## config.mk

```make
export PLATFORM = sky130hd
export DESIGN_NAME = switch_port_buf
export DESIGN_NICKNAME = d
export VERILOG_FILES = /design/src/rtl/switch_pkg.sv /design/src/rtl/switch_fifo.sv /design/src/rtl/switch_port_buf.sv
export SDC_FILE = /design/constraint.sdc
export NUM_CORES = 1
export LEC_CHECK = 0
export ABC_AREA = 0
export BUFFER_PORTS_ARGS = -buffer_cell sky130_fd_sc_hd__buf_2
export CAP_MARGIN = 20
export CORE_MARGIN = 10
export CORE_UTILIZATION = 37
export DETAILED_ROUTE_END_ITERATION = 10
export GPL_TIMING_DRIVEN = 0
export SETUP_SLACK_MARGIN = 0.15
export SKIP_CTS_REPAIR_TIMING = 1
export SLEW_MARGIN = 10
export SYNTH_ARGS = -nofsm -noshare
export SYNTH_HDL_FRONTEND = slang
export SYNTH_SLANG_ARGS = --single-unit
```

## constraint.sdc

```tcl
create_clock -name clk -period 6.8 [get_ports clk]
set_clock_uncertainty 0.1 [all_clocks]
set_input_delay 0.68 -clock clk [delete_from_list [all_inputs] [get_ports clk]]
set_output_delay 0.68 -clock clk [all_outputs]
set_load 0.005 [all_outputs]
```

## src/rtl/switch_pkg.sv

```systemverilog
// Shared constants for the switch port buffer.
//   NUM_PORTS_DEF : default width of source/target masks
//   DATA_W_DEF    : default payload width
//   DEPTH_DEF     : default buffered packet count (power of two)
//   LATENCY_DEF   : default minimum accept-to-output latency in cycles
//   NULL_TARGET   : target mask value that marks a packet as null
package switch_pkg;

  localparam int NUM_PORTS_DEF = 4;
  localparam int DATA_W_DEF    = 8;
  localparam int DEPTH_DEF     = 4;
  localparam int LATENCY_DEF   = 5;
  localparam int NULL_TARGET   = 0;

endpackage

```

## src/rtl/switch_fifo.sv

```systemverilog
// Packet storage ring for the switch port buffer.
//   clk, rst_n : clock and asynchronous active-low reset (control only)
//   flush_i    : synchronous clear of pointers and count, wins over push/pop
//   push_i     : write wr_data_i at the tail (caller guarantees !full_o)
//   pop_i      : retire the head entry (caller guarantees !empty_o)
//   rd_data_o  : head entry contents
//   wr_ptr_o, rd_ptr_o : physical slot indices of tail and head
//   count_o, full_o, empty_o : occupancy status
module switch_fifo #(
  parameter int WIDTH = 16,
  parameter int DEPTH = 4
) (
  input  logic                       clk,
  input  logic                       rst_n,
  input  logic                       flush_i,
  input  logic                       push_i,
  input  logic                       pop_i,
  input  logic [WIDTH-1:0]           wr_data_i,
  output logic [WIDTH-1:0]           rd_data_o,
  output logic [$clog2(DEPTH)-1:0]   wr_ptr_o,
  output logic [$clog2(DEPTH)-1:0]   rd_ptr_o,
  output logic [$clog2(DEPTH+1)-1:0] count_o,
  output logic                       full_o,
  output logic                       empty_o
);

  localparam int PTR_W = $clog2(DEPTH);
  localparam int CNT_W = $clog2(DEPTH+1);

  logic [WIDTH-1:0] mem_q [DEPTH];
  logic [PTR_W-1:0] wr_ptr_q, wr_ptr_d;
  logic [PTR_W-1:0] rd_ptr_q, rd_ptr_d;
  logic [CNT_W-1:0] count_q, count_d;

  // DEPTH is a power of two, so pointer increments wrap for free.
  always_comb begin
    wr_ptr_d = wr_ptr_q;
    rd_ptr_d = rd_ptr_q;
    count_d  = count_q;
    if (flush_i) begin
      wr_ptr_d = '0;
      rd_ptr_d = '0;
      count_d  = '0;
    end else begin
      if (push_i) wr_ptr_d = wr_ptr_q + 1'b1;
      if (pop_i)  rd_ptr_d = rd_ptr_q + 1'b1;
      case ({push_i, pop_i})
        2'b10:   count_d = count_q + 1'b1;
        2'b01:   count_d = count_q - 1'b1;
        default: count_d = count_q;
      endcase
    end
  end

  always_ff @(posedge clk or negedge rst_n) begin
    if (!rst_n) begin
      wr_ptr_q <= '0;
      rd_ptr_q <= '0;
      count_q  <= '0;
    end else begin
      wr_ptr_q <= wr_ptr_d;
      rd_ptr_q <= rd_ptr_d;
      count_q  <= count_d;
    end
  end

  // Payload storage carries no reset; consumers gate it with empty_o.
  always_ff @(posedge clk) begin
    if (push_i && !flush_i) mem_q[wr_ptr_q] <= wr_data_i;
  end

  assign rd_data_o = mem_q[rd_ptr_q];
  assign wr_ptr_o  = wr_ptr_q;
  assign rd_ptr_o  = rd_ptr_q;
  assign count_o   = count_q;
  assign full_o    = (count_q == CNT_W'(DEPTH));
  assign empty_o   = (count_q == '0);

endmodule

```

## src/rtl/switch_port_buf.sv

```systemverilog
// Switch output-port buffer: in-order packet FIFO with a minimum residency
// latency, null-packet dropping and a saturating drop counter.
//   valid_in/ready_in     : upstream handshake (ready_in = !full)
//   source_in/target_in/data_in : packet fields; target_in == 0 is a null
//   flush                 : synchronous clear of all buffered packets
//   valid_out/ready_out   : downstream handshake for the head packet
//   source_out/target_out/data_out : head packet fields (0 while empty)
//   count                 : current occupancy
//   drop_cnt              : saturating count of dropped null packets
module switch_port_buf
  import switch_pkg::*;
#(
  parameter int NUM_PORTS = NUM_PORTS_DEF,
  parameter int DATA_W    = DATA_W_DEF,
  parameter int DEPTH     = DEPTH_DEF,
  parameter int LATENCY   = LATENCY_DEF
) (
  input  logic                       clk,
  input  logic                       rst_n,
  input  logic                       valid_in,
  output logic                       ready_in,
  input  logic [NUM_PORTS-1:0]       source_in,
  input  logic [NUM_PORTS-1:0]       target_in,
  input  logic [DATA_W-1:0]          data_in,
  input  logic                       flush,
  output logic                       valid_out,
  input  logic                       ready_out,
  output logic [NUM_PORTS-1:0]       source_out,
  output logic [NUM_PORTS-1:0]       target_out,
  output logic [DATA_W-1:0]          data_out,
  output logic [$clog2(DEPTH+1)-1:0] count,
  output logic [7:0]                 drop_cnt
);

  localparam int PTR_W = $clog2(DEPTH);
  localparam int CNT_W = $clog2(DEPTH+1);
  localparam int AGE_W = $clog2(LATENCY+1);
  localparam int PKT_W = 2*NUM_PORTS + DATA_W;

  logic [PKT_W-1:0] rd_pkt;
  logic [PTR_W-1:0] wr_ptr, rd_ptr;
  logic [CNT_W-1:0] fifo_count;
  logic             full, empty;
  logic             is_null, offer, push, pop, null_hit;

  logic [AGE_W-1:0] age_q [DEPTH];
  logic [AGE_W-1:0] age_d [DEPTH];
  logic [7:0]       drop_q, drop_d;

  // ready_in comes straight from registered occupancy, never from ready_out.
  assign ready_in  = !full;
  assign is_null   = (target_in == NUM_PORTS'(NULL_TARGET));
  assign offer     = valid_in && ready_in;
  assign push      = offer && !is_null && !flush;
  assign null_hit  = offer && is_null;
  assign valid_out = !empty && (age_q[rd_ptr] == AGE_W'(LATENCY));
  assign pop       = valid_out && ready_out && !flush;

  switch_fifo #(
    .WIDTH (PKT_W),
    .DEPTH (DEPTH)
  ) u_fifo (
    .clk       (clk),
    .rst_n     (rst_n),
    .flush_i   (flush),
    .push_i    (push),
    .pop_i     (pop),
    .wr_data_i ({source_in, target_in, data_in}),
    .rd_data_o (rd_pkt),
    .wr_ptr_o  (wr_ptr),
    .rd_ptr_o  (rd_ptr),
    .count_o   (fifo_count),
    .full_o    (full),
    .empty_o   (empty)
  );

  // Ages are kept per physical slot; a slot restarts at 0 when written and
  // otherwise climbs to LATENCY and stays there.
  always_comb begin
    for (int i = 0; i < DEPTH; i++) begin
      age_d[i] = age_q[i];
      if (push && (wr_ptr == PTR_W'(i)))
        age_d[i] = '0;
      else if (age_q[i] != AGE_W'(LATENCY))
        age_d[i] = age_q[i] + 1'b1;
    end
    drop_d = drop_q;
    if (null_hit && (drop_q != 8'hFF)) drop_d = drop_q + 1'b1;
  end

  always_ff @(posedge clk or negedge rst_n) begin
    if (!rst_n) begin
      age_q  <= '{default: '0};
      drop_q <= '0;
    end else begin
      age_q  <= age_d;
      drop_q <= drop_d;
    end
  end

  // Stale storage is hidden while empty so the outputs read 0.
  assign {source_out, target_out, data_out} = empty ? '0 : rd_pkt;
  assign count    = fifo_count;
  assign drop_cnt = drop_q;

endmodule

```

# Yosys cells after proc, flatten, opt, wreduce, memory -nomap -nowiden
# Memory sizes are Yosys's and may differ from the RTL's.
# Index checks and enable logic that the tools add are counted.
[totals]
ram_bits = 64
n_memories = 1
word_cells = 79
regBits = 27
[classes]
reduce_logical = 27
n_eq_ne = 12
order_cmp = 1
n_mux = 20
add_sub_neg = 9
n_bitwise = 1
[mem_list]
columns = ["name", "words", "word_bits", "read_ports", "rd_ports_with_merged_regs", "wr", "line", "text"]
rows = [
  ["u_fifo.mem_q", 4, 16, 1, 0, 1, "switch_fifo.sv:30", "logic [WIDTH-1:0] mem_q [DEPTH];"],
]
[op_table]
columns = ["cell", "n"]
rows = [
  ["$mux W3", 11],
  ["$mux W16", 1],
  ["$add A3 B1 Y3 const B", 5],
  ["$logic_and A1 B1 Y1", 13],
  ["$ne A3 B3 Y1 const B", 4],
  ["$reduce_bool A2 Y1", 6],
  ["$add A8 B1 Y8 const B", 1],
  ["$mux W2", 4],
  ["$ne A8 B8 Y1 const B", 1],
  ["$bmux W3 S2", 1],
  ["$eq A2 B2 Y1 const B", 3],
  ["$eq A3 B3 Y1 const B", 2],
  ["$pmux W3 S2", 1],
  ["$add A2 B1 Y2 const B", 2],
  ["$eq A2 B1 Y1 const B", 2],
  ["$logic_not A1 Y1", 4],
  ["$logic_not A4 Y1", 1],
  ["$ge A3 B3 Y1 const B", 1],
  ["$logic_not A3 Y1", 1],
  ["$not A2 Y3", 1],
  ["$reduce_bool A3 Y1", 1],
  ["$sub A3 B1 Y3 const B", 1],
  ["$logic_not A2 Y1", 1],
  ["$mux W1", 2],
]

# Depth between registers and ports, before layout
[logic_depth]
depth_word = 11
mapped_depth = 10

# Hierarchy
# A second synthesis with hierarchy kept.
[unflattened]
hier_cells = 255
hier_area_um2 = 4026.4
[modules_own_cells]
columns = ["mod", "n_inst", "area_each_um2", "cells_per_inst"]
rows = [
  ["switch_fifo", 1, 2788.9, 127],
  ["switch_port_buf", 1, 1237.4, 128],
]

# Worst setup path before layout
# OpenSTA, ideal clock, no wires.
[synth_timing]
path_kind = "input to register"
start = "input port target_in[1]"
end = "register u_fifo.count_q[2] (netlist: u_fifo.count_o[2])"
path_stages = 7
path_buffers = 0
arrival_time_ps = 2274
required_time_ps = 6575
path_slack_ps = 4301
setup_ps = 125
path_cell_list = "or4_4 > nand3_4 > o21ai_1 > nor2_1 > fa_1 > a2bb2oi_1 > mux2_4"
[synth_between]
elab_chain_cells = 7
elab_cells_between_ends = 9
classes_between = "eq/ne: 2; mux: 2; reduce/logical: 5"
[synth_rtl]
columns = ["item", "line", "text"]
rows = [
  ["start: declaration", "switch_port_buf.sv:23", "input logic [NUM_PORTS-1:0] target_in,"],
  ["$logic_not A4 Y1 (*)", "switch_port_buf.sv:52", "assign is_null = (target_in == NUM_PORTS'(NULL_TARGET));"],
  ["$logic_not A1 Y1 (*)", "switch_port_buf.sv:54", "assign push = offer && !is_null && !flush;"],
  ["$logic_and A1 B1 Y1 (*) (2 in a row)", "switch_port_buf.sv:54", ""],
  ["$eq A2 B1 Y1 or $eq A2 B2 Y1 (tied branches)", "switch_fifo.sv:47", "case ({push_i, pop_i})"],
  ["$pmux W3 S2", "switch_fifo.sv:47", ""],
  ["$mux W3", "switch_fifo.sv:40", "if (flush_i) begin"],
  ["end signal: assignment", "switch_fifo.sv:63", "count_q <= count_d;"],
  ["end: declaration", "switch_fifo.sv:33", "logic [CNT_W-1:0] count_q, count_d;"],
]
# Mark *: on every way between the ends. The rest lies on a longest branch, timed or not.
# A chain may end at the register's enable or synchronous reset.

# Worst setup path in the final report
[layout_timing]
start = "register u_fifo.rd_ptr_q[1] (netlist: u_fifo.rd_ptr_o[1])"
end = "output port target_out[3]"
[layout_between]
elab_chain_cells = 2
[layout_rtl]
columns = ["item", "line", "text"]
rows = [
  ["start: declaration", "switch_fifo.sv:32", "logic [PTR_W-1:0] rd_ptr_q, rd_ptr_d;"],
  ["start signal: assignment", "switch_fifo.sv:62", "rd_ptr_q <= rd_ptr_d;"],
  ["$mem_v2 Z4 W16", "--", ""],
  ["$mux W16", "switch_port_buf.sv:102", "assign {source_out, target_out, data_out} = empty ? '0 : rd_pkt;"],
  ["end: declaration", "switch_port_buf.sv:29", "output logic [NUM_PORTS-1:0] target_out,"],
]
# Every way passes these cells.

==> flow_summary.json <==
{
  "slew_viol_final": 0,
  "internal_power_mw": 0.969,
  "total_power_mw": 1.36,
  "worstSkewPairLatency_ps": 340,
  "cts_tree": "yes",
  "crit_chain": "buf_2 > clkbuf_1 > mux4_2 > nor2b_1 > buf_2",
  "cts_sinks": 91,
  "syn_inst": 249,
  "diodes": 0,
  "endpoint_kind": "output port",
  "wl_per_cell_um": 16.6,
  "power_frac_comb_pct": 20.9,
  "syn-cell-area_mm2": 0.00398,
  "io_pins": 50,
  "path_buf_inv": 3,
  "critical_path_arrival_ps": 2250,
  "path_common_cell": "buf_2",
  "clkPwrFrac_pct": 26.2,
  "post-route-min-period_ps": 3030,
  "die_h_um": 124,
  "die_area_mm2": 0.0153,
  "nets": 344,
  "dp_hpwl_um": 5230,
  "p_sw_mw": 0.391,
  "path_max_fanout": 10,
  "yosysUniqueCellTypes": 39,
  "max_freq_ghz": 0.330,
  "finalCritPeriodShare_pct": 44.6,
  "timing.rr.start": "u_fifo.count_o[0]",
  "viasPerCell": 4.86,
  "dr.pass1.iters": 4,
  "tightestPinTransition_ps": 1020,
  "grt_pass1_wl_um": 12000,
  "start_util_pct": 38.2,
  "hold-worst-slack_ps": 240,
  "ys.warnings.count": 0,
  "wirelength_um": 7490,
  "switching_share_pct": 28.8,
  "max_stage_delay_ps": 520,
  "hold_path_class": "in -> async",
  "grt_usage_pct": 10.2,
  "antenna_left": 0,
  "p_leak_nw": 1.76,
  "timing.setup.tns_ps": 0,
  "power.density_mw_per_mm2": 296,
  "syn_to_final_growth_pct": 15.3,
  "async_flop_share_pct": 29.7,
  "antenna_found_initial": 0,
  "numCtsBuffers": 9,
  "synth_ff_type": "edfxtp_1",
  "max_cap_viol_count": 0,
  "grt-ovfl-total": 0,
  "vdd_drop_max_mv": 0.114,
  "clk_pin_slew_worst_paths_ps": 90,
  "drc": 0,
  "worst_ep_required_time_ps": 6020,
  "slew_headroom_pct": 32.3,
  "grt_pass1_vias": 2372,
  "port_buffers": 49,
  "syn-num-nets": 284,
  "die_w_um": 124,
  "pwr-share-seq_pct": 52.9,
  "worst_path_dominant_cell_family": "buffers and inverters",
  "drtIter0Drc": 93,
  "finalSetupViolations": 0,
  "synth-edff-count": 64,
  "hold_viol_final": 0,
  "cp-startpoint": "u_fifo.rd_ptr_o[1]",
  "finalWeightedCongestion": 0.726,
  "cts_htree_levels": 3,
  "cts_root_buf": "clkbuf_8",
  "layout-drive-gt1-share_pct": 29.6,
  "core_area_mm2": 0.0104,
  "critPathLaunchType": "flip-flop",
  "grt_max_degree": 28,
  "crit_type": "reg -> out",
  "clock_path_buffers": 2,
  "rsz0062_at_grt": "false",
  "rows": 37,
  "cp_slowest_cell": "clkbuf_1",
  "yosys_register_bits": 91,
  "yosysSeqAreaShare_pct": 65.2,
  "vias": 2187,
  "synth_area_per_cell_um2": 16.0,
  "outcome": "finished, final reports clean"
}
flip-flops by register name (all words and copies together), names as in the netlist:
register and cells:
u_fifo.rd_ptr_o 2, u_fifo.mem_q 64, u_fifo.wr_ptr_o 2, drop_cnt 8, age_q 12, u_fifo.count_o 3
worst reg2reg max path: stages, from the launching register on:
cell,delay [ps]
dfrtp_1,480
nor3_4,550
a211oi_2,120
o21ai_1,190
nor2_1,70
fa_1,400
inv_1,70
nor2_1,40
a2bb2oi_1,200
mux2_4,320
power by group through the flow:
stage / clock network (mW) / registers [mW] / logic, mW
CTS: 0.367 / 0.721 / 0.295
detailed placement: 0 / 0.733 / 0.293
finish: 0.356 / 0.720 / 0.284
global placement: 0 / 0.729 / 0.278
global route: 0.391 / 0.732 / 0.327
floorplan: 0 / 0.718 / 0.199
worst paths after layout:
kind | to | slack, ps | cells past startpoint
setup reg to reg | u_fifo.count_o[2] | 4160 | 9
hold / removal | drop_cnt[1] | 240 | 1
setup / recovery | target_out[3] | 3770 | 5
min in group clk | drop_cnt[5] | 390 | 1
hold reg to reg | drop_cnt[5] | 390 | 1
max in group asynchronous | age_q[3] | 5930 | 1
cell families (layout without fill, tap and decap cells):
group | count (synthesis) | in the layout | share of synthesized area (%)
XOR/XNOR | 15 | 15 | 3.49
AND/OR/NAND/NOR | 82 | 82 | 11.5
buffers and inverters | 15 | 80 | 1.66
multiplexers | 21 | 21 | 10.5
AO/OA/AOI/OAI | 11 | 11 | 3.11
adder cells (fa/ha/maj) | 14 | 14 | 4.59
flip-flops | 91 | 91 | 65.2
through the flow:
stage	setup slack (ps)	instances	utilization (%)	area (µm²)
after CTS	3700	450	44.1	4590
final	3770	450	44.1	4590
after detailed placement	4010	434	42.2	4400
after global routing	3550	450	44.1	4590
after global placement	4060	434	42.2	4400
after floorplan	4300	249	-	3980
metal layers:
layer / wire length (µm) / GRT usage, % / vias to the layer above
li1: - / - / 1038
met1: 3240 / 11.7 / 1098
met2: 3700 / 17.5 / 46
met3: 493 / 3.62 / 5
met4: 48 / 2.98 / 0
met5: 0 / 0 / -
layout by cell type (no fill, tap or decap), types with 2 or more instances in the layout:
| cell type | instances |
|---|---|
| a211oi_1 | 4 |
| and3_1 | 4 |
| edfxtp_1 | 64 |
| inv_1 | 9 |
| mux2i_1 | 2 |
| nand4b_1 | 2 |
| xor2_1 | 3 |
| xnor2_1 | 11 |
| nor3_1 | 4 |
| clkinv_2 | 2 |
| inv_6 | 2 |
| mux4_2 | 16 |
| nand4_1 | 3 |
| nand2_1 | 13 |
| nand2b_1 | 2 |
| clkbuf_1 | 4 |
| clkbuf_8 | 9 |
| nor2_1 | 25 |
| and2_1 | 4 |
| dfrtp_1 | 27 |
| buf_2 | 51 |
| nor2b_1 | 18 |
| nand4bb_1 | 2 |
| ha_1 | 13 |
cell usage after synthesis, drive strengths merged, types with 2 or more instances:
| cell | instances | area share (%) |
|---|---|---|
| edfxtp | 64 | 48 |
| dfrtp | 27 | 17 |
| nor2 | 26 | 2.5 |
| nor2b | 18 | 2.8 |
| mux4 | 16 | 9.0 |
| ha | 13 | 4.1 |
| nand2 | 13 | 1.2 |
| xnor2 | 12 | 2.8 |
| inv | 9 | 0.85 |
| a211oi | 5 | 1.1 |
| nor3 | 5 | 0.91 |
| and2 | 4 | 0.63 |
| and3 | 4 | 0.63 |
| buf | 3 | 0.53 |
| clkbuf | 3 | 0.28 |
| mux2 | 3 | 0.94 |
| nand4 | 3 | 0.47 |
| xor2 | 3 | 0.66 |
| a311oi | 2 | 0.88 |
| mux2i | 2 | 0.50 |
| nand2b | 2 | 0.31 |
| nand4b | 2 | 0.44 |
| nand4bb | 2 | 0.57 |
| o21ai | 2 | 0.25 |
layout make-up:
class	instances	area (µm²)
clock inverters	6	65.1
plain buffers	6	32.5
fillers	959	5820
inverters	9	33.8
multi-input cells	143	1320
flip-flops and latches	91	2600
repair buffers	49	245
clock buffers	10	128
well taps	136	170
Power figures use the tool's default switching activity.
